<file path="src/rtl/seg7_pkg.sv">
// rtl/seg7_pkg.sv - shared constants for the 7-segment display driver
package seg7_pkg;

  localparam int DIGIT_COUNT = 8;

  localparam logic [6:0] SEG_BLANK = 7'h7F;

  // Active-low {g,f,e,d,c,b,a} patterns; element n is the glyph for hex digit n.
  localparam logic [15:0][6:0] HEX_SEG_TABLE = {
    7'h0E, 7'h06, 7'h21, 7'h46, 7'h03, 7'h08, 7'h10, 7'h00,
    7'h78, 7'h02, 7'h12, 7'h19, 7'h30, 7'h24, 7'h79, 7'h40
  };

endpackage

</file>
<file path="src/rtl/hex_to_seg7.sv">
// rtl/hex_to_seg7.sv - 4-bit nibble to active-low 7-segment pattern
module hex_to_seg7
  import seg7_pkg::*;
(
  input  logic [3:0] nibble,
  output logic [6:0] seg
);

  assign seg = HEX_SEG_TABLE[nibble];

endmodule

</file>
<file path="src/rtl/seg7_display_driver.sv">
// rtl/seg7_display_driver.sv - memory-mapped 8-digit multiplexed hex display driver
// Optional leading-zero blanking enabled by SEG7_LEADING_ZERO_BLANK_EN.
module seg7_display_driver
  import seg7_pkg::*;
#(
  parameter int SCAN_DIV   = 100000,
  parameter int NUM_DIGITS = DIGIT_COUNT
) (
  input  logic                  CLK,
  input  logic                  RST,
  input  logic                  WE,
  input  logic [31:0]           WD,
  output logic [31:0]           RD,
  output logic [NUM_DIGITS-1:0] AN,
  output logic [6:0]            SEG,
  output logic                  DP
);

  localparam int DIV_W = $clog2(SCAN_DIV);
  localparam int IDX_W = $clog2(NUM_DIGITS);

  logic [31:0]      value_q;
  logic [DIV_W-1:0] div_cnt;
  logic [IDX_W-1:0] digit_idx;
  logic             div_wrap;
  logic [3:0]       nibble;
  logic [6:0]       seg_pattern;
  logic             blank;

  assign RD       = value_q;
  assign div_wrap = (div_cnt == DIV_W'(SCAN_DIV - 1));
  assign nibble   = value_q[{digit_idx, 2'b00} +: 4];

  hex_to_seg7 u_hex_to_seg7 (
    .nibble (nibble),
    .seg    (seg_pattern)
  );

`ifdef SEG7_LEADING_ZERO_BLANK_EN
  logic [IDX_W-1:0] top_idx;

  // Highest nonzero nibble; stays 0 for a zero word so digit 0 is always shown.
  always_comb begin
    top_idx = '0;
    for (int i = 1; i < NUM_DIGITS; i++) begin
      if (value_q[4*i +: 4] != 4'h0) begin
        top_idx = IDX_W'(i);
      end
    end
  end

  assign blank = (digit_idx > top_idx);
`else
  assign blank = 1'b0;
`endif

  always_ff @(posedge CLK or posedge RST) begin
    if (RST) begin
      value_q   <= '0;
      div_cnt   <= '0;
      digit_idx <= '0;
      AN        <= '1;
      SEG       <= SEG_BLANK;
      DP        <= 1'b1;
    end else begin
      if (WE) begin
        value_q <= WD;
      end
      div_cnt <= div_wrap ? '0 : div_cnt + DIV_W'(1);
      if (div_wrap) begin
        digit_idx <= (digit_idx == IDX_W'(NUM_DIGITS - 1)) ? '0 : digit_idx + IDX_W'(1);
      end
      // Outputs use the pre-edge index and value, so they trail state by one cycle.
      AN  <= blank ? '1 : ~(NUM_DIGITS'(1) << digit_idx);
      SEG <= blank ? SEG_BLANK : seg_pattern;
      DP  <= 1'b1;
    end
  end

endmodule
</file>
<file path="config.mk">
export PLATFORM = sky130hd
export DESIGN_NAME = seg7_display_driver
export DESIGN_NICKNAME = d
export VERILOG_FILES = /design/src/rtl/seg7_pkg.sv /design/src/rtl/hex_to_seg7.sv /design/src/rtl/seg7_display_driver.sv
export SDC_FILE = /design/constraint.sdc
export NUM_CORES = 1
export LEC_CHECK = 0
export CORE_MARGIN = 2
export CORE_UTILIZATION = 30
export CTS_BUF_LIST = sky130_fd_sc_hd__clkbuf_8
export CTS_CLUSTER_DIAMETER = 150
export DETAILED_ROUTE_END_ITERATION = 8
export DONT_BUFFER_PORTS = 1
export GPL_ROUTABILITY_DRIVEN = 1
export PLACE_DENSITY = 0.57
export SYNTH_ARGS = -nofsm -noshare
export SYNTH_HDL_FRONTEND = slang
export SYNTH_SLANG_ARGS = --single-unit
</file>
<file path="constraint.sdc">
create_clock -name CLK -period 2.3 [get_ports CLK]
set_input_delay 0.345 -clock CLK [delete_from_list [all_inputs] [get_ports CLK]]
set_output_delay 0.345 -clock CLK [all_outputs]
set_load 0.005 [all_outputs]
</file>
==> impl.org, run 1 <==
** GRT
- Global routing consumed, over all layers together, 12.05% of the routing resources.
- Via count of the first global-routing pass :: 1,872
- The first global-routing pass estimated 10.22 mm of wire.
- Largest net degree at the start of global routing :: 41
- Number of antenna violations at the first check in global routing :: 2
- Remaining global-route overflow :: 0

** Power
- Overall power consumption :: 2.659 mW
- VDD sags by at most 0.4265 mV.
- In this run the static leakage power is 1.513 nW.
- For this design the ratio of total power to cell area is 743.0 mW/mm2.

** Critical path
- Of all nets on the critical path, the largest fanout is 13.
- Worst setup path class :: reg2reg
- Data on the critical path is required at its endpoint by 2.56 ns.
- The worst setup path is launched from a flop.
- Critical Path End Type :: flop
- Data on the critical path arrives at its endpoint at 2.38 ns.

** Synthesis
- Count of unique library cells instantiated by Yosys :: 40
- After synthesis, the mean cell area works out to 13.64 um2.
- Most frequently used flop master after synthesis :: dfrtp_1
- Compound-gate portion of the synthesized area :: 2.144%
- After synthesis the netlist holds a flip-flop and latch count of 67.
- Counting flops with an async set or reset pin after synthesis yields a share of 100.0%.
- Adder-cell share of the synthesized area :: 5.161%
- Area of the mapped netlist :: 0.003152 mm2
- The synthesized design contains 0 enable-type register cells.
- Largest family of logic cells by synthesized area :: multiplexers
- Multiplexer cells account for 23.46% of the synthesized area.
- Of all cell types, the one taking the most synthesized area is dfrtp_1.
- Counting every net in the synthesized netlist gives 279.
- Top cell type's share of synthesized area :: 41.29%
- The synthesized netlist devotes 3.890% of its cell area to XOR and XNOR gates.
- Summing the areas of all and, or, nand and nor instances in the mapped netlist gives 8.416% of the synthesized area.
- The Yosys step of the flow raised 0 warnings.
- For this run, the register share of the synthesized area comes to 53.79%.
- Cell count after synthesis :: 231
- Biggest area contributors in the synthesized netlist :: dfrtp_1, mux2_2, dfstp_2

** Route
- The first routing iteration left 74 violations.
- Met1 Wirelength :: 2.800 mm
- The highest layer touched by signal routing is met5.
- The routed layout has 1,778 vias.
- Average wire length per cell after detail routing :: 16.52 um
- Before antenna repair, the detailed router went through 4 iterations.
- Summed over all layers, the routed wires come to 6.310 mm.
- Met3 WL post-DR :: 421 um
- Antenna Violating Nets Remaining :: 0
- In the routed design, unresolved DRC markers number 0.
- After detailed routing, the number of vias per cell comes to 4.654.
- Routed length on met2 :: 2.972 mm

** Floorplanning
- The die covers 0.01134 mm2.
- Initial cell density of the core :: 30.67%
- I/O pin count :: 83
- Die H :: 106.5 um
- Core region area :: 0.01028 mm2
- The floorplan has 37 rows.
- The floorplan step set the die width to 106.5 um.

** STA
- Number of hold-slack violations in the final timing report :: 0
- Tightest Pin Transition :: 0.6589 ns
- Static timing analysis puts the maximum clock frequency at 471.6 MHz.
- Endpoints failing setup :: 0
- Post-route fraction of the period consumed by the critical path :: 92.19%
- Fin Setup TNS :: 0 ns
- Final worst slack :: 0.1797 ns
- Setup repair after global routing left no endpoint under its margin.
- Worst hold slack :: 0.1511 ns
- The clock period could shrink to 2.120 ns.
- Between clock sinks in the finished design, the worst skew comes to 0.009473 ns.
- Count of pins over their slew limit :: 0
- Measured against its own limit, the worst slew margin works out to 55.98%.

** Clock tree
- CTS clk-pin slew, worst paths :: 0.08 ns
- Clock buffer depth :: 2
- Number of buffers inserted by post-CTS setup repair :: 0
- CTS tree :: done
- TritonCTS created 9 clock buffers.
- The H-tree was split into 3 levels.
- Clock tree synthesis selected as its root buffer the cell clkbuf_8.
- The later pin in the worst-skew pair is clocked with a latency of 0.34 ns.
- Clk sink count :: 67

** Worst hold path
- The min-delay analysis places its worst path in the category in2reg.

** Status
- Result of the run :: finished clean

** Finish
- The repair_antennas step left the layout with diodes totalling 0.
- Synthesis-to-layout area growth :: 13.54%
- Post-layout net count :: 289
- Final cell count without fillers :: 382
- Fraction of layout instances using a drive strength above 1 :: 34.55%
- The layout has 1,016 filler cells.

** Place
- DP HPWL :: 4.695 mm
- The congestion estimate from routability-driven global placement came to 0.7371.
- Timing analysis after detailed placement gives a worst setup slack of 0.1071 ns.
- Port buffer count :: 0
- Placed cell count :: 365

** Run
- Max-cap violations in this run came to 0.
## cells in the mapped netlist, types with 2 or more instances
library cell  number
mux2i_4            2
dfrtp_1           52
buf_4              2
mux2_2            36
and3_1             2
dfstp_2           15
mux2i_1            9
nand3_1            7
and4_1             4
inv_1             10
mux4_2             3
buf_1              3
xor2_1             4
o21ai_0            3
ha_1              13
or3_1              3
clkbuf_1           3
nand2_1           13
xnor2_1           10
mux4_1             5
a21oi_1            2
nand4_1            2
nor3b_1            2
nor2_1             9
and2_1             2
## sequential cells by signal, summed over array words and instances (netlist names)
signal / count
RD: 32
AN: 8
div_cnt: 17
SEG: 7
digit_idx: 3
## path summary, 6_finish.rpt
check | end | slack [ns] | startpoint | depth (start not counted)
worst max-delay path | SEG[0] | 0.18 | digit_idx[0] | 6
worst min-delay path | RD[23] | 0.15 | WD[23] | 1
worst max register to register | SEG[0] | 0.18 | digit_idx[0] | 6
worst min register to register | div_cnt[0] | 0.48 | div_cnt[0] | 1
max in group asynchronous | SEG[2] | 1.09 | RST | 3
min in group asynchronous | RD[5] | 0.52 | RST | 2
## cell usage in the layout, fill, tap and decap left out, types with 2 or more instances in the layout
master and n:
nand3_1 7, mux4_2 3, mux2i_1 9, nand2_1 13
dfrtp_1 51, buf_4 7, a21oi_1 2, xnor2_1 10
and3_1 2, and4_1 4, nor3b_1 2, ha_1 13
inv_1 9, nor2_1 9, bufinv_16 2, nand4_1 2
dfstp_2 15, clkinvlp_4 2, mux2i_4 2, inv_2 2
or3_1 3, o21ai_0 3, and2_1 2, clkbuf_8 10
xor2_1 4, mux4_1 5, mux2_2 36
## critical path: stages (launching register included)
cell	delay (ns)
dfrtp_2	0.44
buf_4	0.21
mux4_1	0.61
mux2i_4	0.18
buf_4	0.23
xnor2_1	0.08
a211o_1	0.30
## what timing repair did
item                                   4_1_cts  5_1_grt
setup endpoints to repair                    0        2
endpoints found under the hold margin       27        0
gates resized for setup                      0        1
hold buffers                                 1        0
## layer usage
metal	vias to the layer above	track usage, %
met2	64	18.68
met4	4	4.731
li1	833	-
met1	866	15.25
met3	11	4.537
met5	-	0
## where the power goes
group	switching (mW)	total, mW	internal [mW]
registers	0.0765	1.35	1.27
logic	0.0936	0.213	0.119
clock network	0.459	1.10	0.640
## per-stage QoR
step	instance area, um2	util (%)
global route	3578	34.82
CTS	3577	34.81
floorplan	3152	-
finish	3578	34.82
detailed placement	3341	32.51
global placement	3341	32.51
## area by class of cell
type,count,area [um2],share of cell area [%]
Clock inverter,6,88.84,2.483
Timing Repair Buffer,9,82.58,2.308
Clock buffer,10,137.6,3.846
Inverter,11,41.29,1.154
Tap cell,136,170.2,4.755
Multi-Input combinational cell,143,1361,38.04
Sequential cell,67,1697,47.41
## kinds of logic (layout without fill, tap and decap cells)
kind of cell               Yosys count  in the layout
muxes                               55             55
buffers and inverters               21             36
and+or+nand+nor                     50             50
other                                1              1
adders and majority gates           13             13
xor gates and xnor gates            14             14
DFF                                 67             67
AOI/OAI and AO/OA                   10             10
Power figures use the tool's default switching activity.
==> run 2: changes to the inputs <==
--- a/config.mk
+++ b/config.mk
@@ -12,7 +12,6 @@
 export DETAILED_ROUTE_END_ITERATION = 8
 export DONT_BUFFER_PORTS = 1
 export GPL_ROUTABILITY_DRIVEN = 1
-export PLACE_DENSITY = 0.57
 export SYNTH_ARGS = -nofsm -noshare
 export SYNTH_HDL_FRONTEND = slang
 export SYNTH_SLANG_ARGS = --single-unit
==> impl.org, run 2 (synthesized netlist as in run 1, its figures left out) <==
** Status
- Result of the run: finished clean (unchanged).

** Place
- The placer congestion estimate is 0.7965 (was 0.7371).
- Placed cell count :: 366 (was 365)
- The HPWL reported at the end of detailed placement came to 4.840 mm (was 4.695 mm).
- The instance area after placement was 0.003348 mm2 (was 0.003341 mm2).
- Port buffer count :: 0 (unchanged)
- Post-placement worst setup slack :: 0.09781 ns (was 0.1071 ns)

** Worst hold path
- The classification of the worst-slack hold path is in2reg (unchanged).

** Finish
- Post-layout net count :: 290 (was 289)
- Most frequent standard cell in the layout excluding fill and tap cells :: dfrtp_1 (unchanged)
- Final non-filler cell area :: 0.003565 mm2 (was 0.003578 mm2)
- The combined area of the multi-input logic cells was 0.001369 mm2 (was 0.001361 mm2).
- The non-filler instance count after layout was 383 (was 382).
- Fill count :: 1,024 (was 1,016)
- ANT cells :: 0 (unchanged)
- The fraction of layout cells with a size suffix above 1 came to 34.41% (was 34.55%).
- The total area of sequential cells was 0.001697 mm2 (unchanged).
- Most frequent cells in the layout :: dfrtp_1, mux2_2, dfstp_2, nand2_1, ha_1 (unchanged)
- The flip-flop count of the largest register, all copies and words added came to 32 (unchanged).
- The final core area utilization was 34.68% (was 34.82%).
- Synthesis-to-layout area growth :: 13.10% (was 13.54%)

** STA
- Unrepaired setup endpoints after global routing :: no (unchanged)
- Worst rel slew slack :: 63.15% (was 55.98%)
- The achievable clock frequency is 471.9 MHz (was 471.6 MHz).
- The transition time of the tightest slew-check pin was 0.5520 ns (was 0.6589 ns).
- The setup slack after layout is 0.1810 ns (was 0.1797 ns).
- The final critical-path required period came to 2.119 ns (was 2.120 ns).
- The sum of negative setup slack was 0 ns (unchanged).
- The total setup violations reported at the end of the flow came to 0 (unchanged).
- Count of pins over their slew limit :: 0 (unchanged)
- The number of hold violations in the final report is 0 (unchanged).
- The worst clock skew was 0.009793 ns (was 0.009473 ns).
- Worst hold slack :: 0.1500 ns (was 0.1511 ns)
- The period utilization came to 92.13% (was 92.19%).

** Floorplanning
- Total Die Area :: 0.01134 mm2 (unchanged)
- The die width is 106.5 um (unchanged).
- The height of the die was 106.5 um (unchanged).
- The starting utilization of the core area came to 30.67% (unchanged).
- Core region area :: 0.01028 mm2 (unchanged)
- I/O pin count :: 83 (unchanged)
- The standard-cell row count came to 37 (unchanged).

** GRT
- The number of global-route vias before repair came to 1,997 (was 1,872).
- The total grt overflow is 0 (unchanged).
- Routing usage on met2 :: 19.14% (was 18.68%)
- Met3 Usage GRT :: 4.598% (was 4.537%)
- The fraction of met1 tracks used by global routing is 16.42% (was 15.25%).
- Number of antenna violations at the first check in global routing :: 0 (was 2)
- The most used routing layer in global routing is met2 (unchanged).
- GRT Overall Usage :: 12.50% (was 12.05%)
- The largest net degree at the start of global routing is 33 (was 41).
- The wire length of the first global-routing pass was 10.81 mm (was 10.22 mm).

** Power
- The areal power density over the cells is 711.2 mW/mm2 (was 743.0 mW/mm2).
- Max rail drop VDD :: 0.3387 mV (was 0.4265 mV)
- The static leakage power is 1.511 nW (was 1.513 nW).
- The power consumption is 2.535 mW (was 2.659 mW).

** Route
- Vias per inst :: 4.692 (was 4.654)
- The length of the first detailed-routing pass in iterations is 4 (unchanged).
- Starting DRT DRC Count :: 46 (was 74)
- Average wire length per cell after detail routing :: 16.73 um (was 16.52 um)
- The total number of vias was 1,797 (was 1,778).
- Antenna Violating Nets Remaining :: 0 (unchanged)
- The DRC violation count after routing is 0 (unchanged).
- The total routed wirelength is 6.409 mm (was 6.310 mm).

** Critical path
- The startpoint kind of the worst setup timing path is a flop (unchanged).
- The delay of the slowest cell on the worst path is 0.59 ns (was 0.61 ns).
- The cell type of the slowest stage on the worst timing path is mux4_1 (unchanged).
- The critical path class is reg2reg (unchanged).
- The critical path capture point type was a flop (unchanged).
- Cell-by-cell trace of the critical path :: mux4_1 > mux2i_2 > inv_1 > ha_1 > and3_2 > a211o_1 (was buf_4 > mux4_1 > mux2i_4 > buf_4 > xnor2_1 > a211o_1)
- The data arrival time of the critical path came to 2.38 ns (about the same).
- Data required time of the worst path :: 2.56 ns (about the same)
- The maximum fanout encountered on the critical timing path came to 5 (was 13).

** Clock tree
- Number of buffers inserted by post-CTS setup repair :: 0 (unchanged)
- Clk sink count :: 67 (unchanged)
- The H-tree depth is 3 (unchanged).
- Clk root buf :: clkbuf_8 (unchanged)
- CTS clk-pin slew, worst paths :: 0.07 ns (was 0.08 ns)
- The number of buffers inserted during clock tree synthesis was 9 (unchanged).
- The clock tree from TritonCTS was done (unchanged).
- Clock latency at the later pin of the worst-skew pair :: 0.34 ns (about the same)
- Clock buffer depth :: 2 (unchanged)

** Run
- Max capacitance violation total :: 0 (unchanged)
[run 2: changes by cell type in the layout (fill, tap and decap cells not counted)]
cell,previous run,this run
mux2i_2,0,2
clkinvlp_4,2,0
inv_1,9,12
clkinv_4,1,0
clkbuf_8,10,11
bufinv_16,2,1
mux2i_1,9,7
buf_4,7,8
[run 2: report_power, final]
part,switching [mW],leakage (nW),internal (mW)
logic,0.0979,0.604,0.122
registers,0.0804,0.795,1.27
clock network,0.416,0.113,0.547
total,0.594,1.51,1.94
[run 2: per-layer routing]
layer  wire [um]  part of all wire (%)
met4         100                   1.6
met5           0                     0
met1        2954                    46
met3         391                   6.1
met2        2962                    46
[run 2: final timing paths]
kind | cells past startpoint | to | from | slack, ns
max reg2reg | 6 | SEG[0] | digit_idx[0] | 0.18
min reg2reg | 1 | div_cnt[0] | div_cnt[0] | 0.49
min in group asynchronous | 2 | RD[10] | RST | 0.51
max in group asynchronous | 3 | AN[5] | RST | 1.12
max | 6 | SEG[0] | digit_idx[0] | 0.18
min | 1 | RD[8] | WD[8] | 0.15
[run 2: cell type report]
cell class	instances	area share, %
clock buffer	11	4.247
inverter	11	1.158
sequential	67	47.60
clock inverter	5	1.299
timing repair buffer	10	2.527
multi-input combinational	143	38.40
tap	136	4.774
[run 2: worst max-delay path: cells and delay by family, from the launching register on]
family | cells | cell delay (ns)
multiplexers | 2 | 0.83
flip-flops | 1 | 0.43
adder cells (fa/ha/maj) | 1 | 0.25
AO/OA/AOI/OAI | 1 | 0.23
AND/OR/NAND/NOR | 1 | 0.18
buffers and inverters | 1 | 0.12
[run 2: what timing repair did]
| item | 4_1_cts | 5_1_grt |
|---|---|---|
| hold endpoints to repair | 15 | 0 |
| gates resized for setup | 0 | 3 |
| hold buffers | 1 | 0 |
| endpoints found under the setup margin | 0 | 3 |
